$ cat src/rtl/grid_dumper.sv
// Streams a solved sudoku board out of the grid one tile per beat, row by row,
// converting each one-hot tile to a binary digit; emits a single beat on failure.
module grid_dumper #(
    parameter int GRID_ORD  = 3,
    parameter int GRID_LEN  = GRID_ORD * GRID_ORD,
    parameter int GRID_AREA = GRID_LEN * GRID_LEN,
    parameter int DIGIT_W   = $clog2(GRID_LEN + 1),
    parameter int INDEX_W   = $clog2(GRID_AREA)
) (
    input  logic                          clock,
    input  logic                          reset,
    input  logic                          done_success,
    input  logic                          done_failure,
    output logic [$clog2(GRID_LEN)-1:0]   rdrow,
    input  logic [GRID_LEN*GRID_LEN-1:0]  rdvalues,
    output logic                          out_valid,
    input  logic                          out_ready,
    output logic [DIGIT_W-1:0]            out_digit,
    output logic [INDEX_W-1:0]            out_index,
    output logic                          out_last,
    output logic                          out_fail,
    output logic                          busy,
    output logic                          malformed
);

    localparam int ROW_W = $clog2(GRID_LEN);
    localparam logic [ROW_W-1:0]   LAST_RC = ROW_W'(GRID_LEN - 1);
    localparam logic [INDEX_W-1:0] LEN_I   = INDEX_W'(GRID_LEN);

    typedef enum logic [2:0] {IDLE, FETCH, EMIT, FAILBEAT, DONE} state_t;

    state_t             state;
    logic [ROW_W-1:0]   row;
    logic [ROW_W-1:0]   col;
    logic [GRID_LEN-1:0] cells [GRID_LEN];
    logic [DIGIT_W-1:0] tile_digit;
    logic               accept;
    logic               last_cell;

    // Digit 0 doubles as the "not exactly one-hot" marker.
    function automatic logic [DIGIT_W-1:0] decode_tile(input logic [GRID_LEN-1:0] v);
        logic [DIGIT_W-1:0] d;
        int                 n;
        d = '0;
        n = 0;
        for (int i = 0; i < GRID_LEN; i++) begin
            if (v[i]) begin
                n++;
                d = DIGIT_W'(i + 1);
            end
        end
        return (n == 1) ? d : '0;
    endfunction

    always_comb begin
        tile_digit = decode_tile(cells[col]);
        last_cell  = (row == LAST_RC) && (col == LAST_RC);
        out_valid  = (state == EMIT) || (state == FAILBEAT);
        out_fail   = (state == FAILBEAT);
        out_last   = (state == FAILBEAT) || ((state == EMIT) && last_cell);
        out_digit  = (state == EMIT) ? tile_digit : '0;
        out_index  = (state == EMIT) ? (INDEX_W'(row) * LEN_I + INDEX_W'(col)) : '0;
        busy       = (state != IDLE);
        accept     = out_valid && out_ready;
    end

    assign rdrow = row;

    // Row buffer: captured once per row so later rdvalues changes cannot disturb beats.
    always_ff @(posedge clock) begin
        if (state == FETCH) begin
            for (int c = 0; c < GRID_LEN; c++) begin
                cells[c] <= rdvalues[c*GRID_LEN +: GRID_LEN];
            end
        end
    end

    always_ff @(posedge clock) begin
        if (reset) begin
            state     <= IDLE;
            row       <= '0;
            col       <= '0;
            malformed <= 1'b0;
        end else begin
            case (state)
                IDLE: begin
                    if (done_failure) begin
                        state <= FAILBEAT;
                    end else if (done_success) begin
                        state <= FETCH;
                        row   <= '0;
                        col   <= '0;
                    end
                end
                FETCH: begin
                    state <= EMIT;
                    col   <= '0;
                end
                EMIT: begin
                    if (accept) begin
                        if (tile_digit == '0) begin
                            malformed <= 1'b1;
                        end
                        if (col == LAST_RC) begin
                            col <= '0;
                            if (row == LAST_RC) begin
                                state <= DONE;
                            end else begin
                                row   <= row + 1'b1;
                                state <= FETCH;
                            end
                        end else begin
                            col <= col + 1'b1;
                        end
                    end
                end
                FAILBEAT: begin
                    if (accept) begin
                        state <= DONE;
                    end
                end
                DONE: begin
                    if (!done_success && !done_failure) begin
                        state <= IDLE;
                    end
                end
                default: state <= IDLE;
            endcase
        end
    end

endmodule

$ cat config.mk
export PLATFORM = sky130hd
export DESIGN_NAME = grid_dumper
export DESIGN_NICKNAME = d
export VERILOG_FILES = /design/src/rtl/grid_dumper.sv
export SDC_FILE = /design/constraint.sdc
export NUM_CORES = 1
export LEC_CHECK = 0
export ABC_AREA = 1
export CORE_ASPECT_RATIO = 1.1
export CORE_MARGIN = 4
export CORE_UTILIZATION = 30
export CTS_BUF_LIST = sky130_fd_sc_hd__clkbuf_2
export CTS_CLUSTER_SIZE = 40
export DETAILED_ROUTE_END_ITERATION = 8
export SLEW_MARGIN = 20
export SYNTH_ARGS = -nofsm -noshare
export SYNTH_HDL_FRONTEND = slang
export SYNTH_SLANG_ARGS = --single-unit
$ cat constraint.sdc
create_clock -name clock -period 6.6 [get_ports clock]
set_input_delay 0.66 -clock clock [delete_from_list [all_inputs] [get_ports clock]]
set_output_delay 0.66 -clock clock [all_outputs]
set_load 0.01 [all_outputs]
==> results.toml <==
[run_status]
outcome = "complete, no violations"

[detailed_routing]
wl_per_cell_um = 14.1
vias = 4287
ant_nets = 0
viasPerCell = 4.59
wl_um = 13200
drt_iter0_markers = 188
drt_first_pass_iters = 4
drcViolationCount = 0

[yosys]
synth_cell_types = 44
synth_fp_nets = 658
synth_edf_count = 81
ys_ff_latch = 97
synth_seq_area_share_pct = 52.8
async_reset_ff_share_pct = 0
yosys_warnings = 0
syn_inst = 547
synth_ff_type = "edfxtp_1"
synth.avg_cell_area_um2 = 9.52
syn_area_um2 = 5210

[sta]
max_slew.worst_pin.slew_ns = 1.08
rsz0062_at_grt = "yes"
hold_violations = 0
finalCritPeriodShare_pct = 96.8
layout_min_cycle_time_ns = 6.39
relSlewSlack_pct = 27.8
slew_viol_final = 0
skew_ns = 0.0413
setup_slack_ns = 0.212
max_freq_mhz = 157
setup_viol = 0

[floorplanning]
die_w_um = 134
fp-row-count = 50
io_pins = 106
start_util_pct = 30.6
coreArea_um2 = 17000
dieArea_um2 = 19500
die_height_um = 146

[setup_path]
cpPeakStageDelay_ns = 0.48
crit_arrival_ns = 5.73
critPathLaunchType = "register"
critPathTopFamily = "simple AND/OR/NAND/NOR gates"
path_buf_inv = 13
crit_type = "register to output port"
crit_path_end_kind = "output port"
crit_slowest_cell = "dfxtp_4"
cp.required_ns = 5.94
crit_fanout = 5
cp_common_cell = "ha_4"

[clock_network]
htreeDepth = 3
cts_tree = "done"
cts_hold_buffers = 0
clk_latency_ns = 0.60
cts_buffer_depth = 2
cts.sinks = 97
root_buffer = "clkbuf_2"
clkTransAtPathRegs_ns = 0.29
cts_buffers = 9

[placement]
io_buffers = 105
place_area_um2 = 6580
place_ws_ns = -0.125
dp_hpwl_um = 9760
finalWeightedCongestion = 0.830

[cells_and_area]
area_delta_synth_final_pct = 38.7
drive_gt1_share_pct = 23.6
nNetsFinal = 805
layout_common_cells = "101 x clkdlybuf4s50_1, 81 x edfxtp_1, 74 x nand2_1"
layout_commonest_cell = "clkdlybuf4s50_1"
postLayoutCellArea_um2 = 7220
utilization_pct = 42.5

[global_routing]
antenna_found_initial = 1
grt-ovfl-total = 0
grt_pass1_vias = 4485
gr-usage-all-layers_pct = 13.4
grt_max_degree = 83
grt_first_pass_wirelength_um = 21200

[hold_path]
min-delay-start = "malformed"
hold_class = "register to register"

[run]
cap_violations = 0
registers in the layout (all words and copies together) (netlist names), named ones only:
signal,cells
col,4
state,3
malformed,1
rdrow,4
cells,81
path summary, 6_finish.rpt:
| path | to | slack [ns] | cells past startpoint |
|---|---|---|---|
| max | out_digit[0] | 0.21 | 41 |
| min reg2reg | malformed | 0.51 | 2 |
| max reg2reg | malformed | 1.12 | 40 |
| min | malformed | 0.51 | 2 |
synth_stat cells (2+ instances only):
cell | number | share of area, %
edfxtp_1 | 81 | 47
nand2_1 | 81 | 5.8
inv_1 | 68 | 4.9
nor2_1 | 64 | 4.6
nand3_1 | 42 | 4.0
o21ai_0 | 36 | 3.5
ha_1 | 24 | 5.8
nand2_2 | 20 | 2.4
dfxtp_1 | 16 | 6.1
a21oi_1 | 14 | 1.3
nand3_2 | 14 | 2.7
inv_2 | 10 | 0.72
o221ai_1 | 8 | 1.3
o211ai_1 | 7 | 1.0
o21ai_1 | 7 | 0.67
nand2_4 | 6 | 1.3
nor3_1 | 6 | 0.58
buf_2 | 4 | 0.38
buf_6 | 3 | 0.65
nor2_4 | 3 | 0.65
buf_4 | 2 | 0.29
clkbuf_1 | 2 | 0.14
inv_4 | 2 | 0.24
nor2_2 | 2 | 0.24
o21a_1 | 2 | 0.29
o21ai_2 | 2 | 0.34
o22ai_1 | 2 | 0.24
or2_0 | 2 | 0.24
or2_1 | 2 | 0.24
per-stage QoR:
stage / hold slack (ns) / std cells / TNS (ns)
finish: 0.508 / 934 / 0
global route: 0.484 / 934 / -0.411
CTS: 0.508 / 924 / 0
detailed placement: 0.476 / 889 / -0.342
global placement: 0.473 / 889 / 0
floorplan: 0.468 / 547 / 0
layout make-up:
class | instances | area [um^2]
Fill cell | 1624 | 9790
Sequential cell | 97 | 2760
Multi-Input combinational cell | 356 | 2290
Timing Repair Buffer | 149 | 1440
Inverter | 81 | 322
Tap cell | 234 | 293
Clock inverter | 7 | 76.3
Clock buffer | 9 | 45.0
Antenna cell | 1 | 2.50
what timing repair did:
item,4_1_cts,5_1_grt
cloned,2,0
gates resized for setup,34,49
setup buffers,17,11
pin swaps,17,30
setup endpoints to repair,4,4
per-layer routing:
layer	GRT usage (%)	vias to the layer above	part of all wire, %
met5	0	-	0
met4	5.25	0	1.7
met3	2.27	19	3.9
met2	24.8	105	54
met1	15.4	2018	40
li1	-	2145	-
cells by family after synthesis:
group | share of synthesized area [%]
simple gates | 23.9
fa+ha+maj | 6.15
buf+inv | 7.76
flops | 52.8
compound gates | 9.32
worst reg2reg max path: cells and delay by family (launching register included):
family	cells	cell delay, ns
adders and majority gates	7	1.76
and+or+nand+nor	16	1.66
buffers and inverters	11	0.90
AOI/OAI and AO/OA	6	0.64
DFF	1	0.48
Power is left out: the tool's default activity adds up to more than one toggle a clock period on the data nets, which glitch-free logic cannot reach.
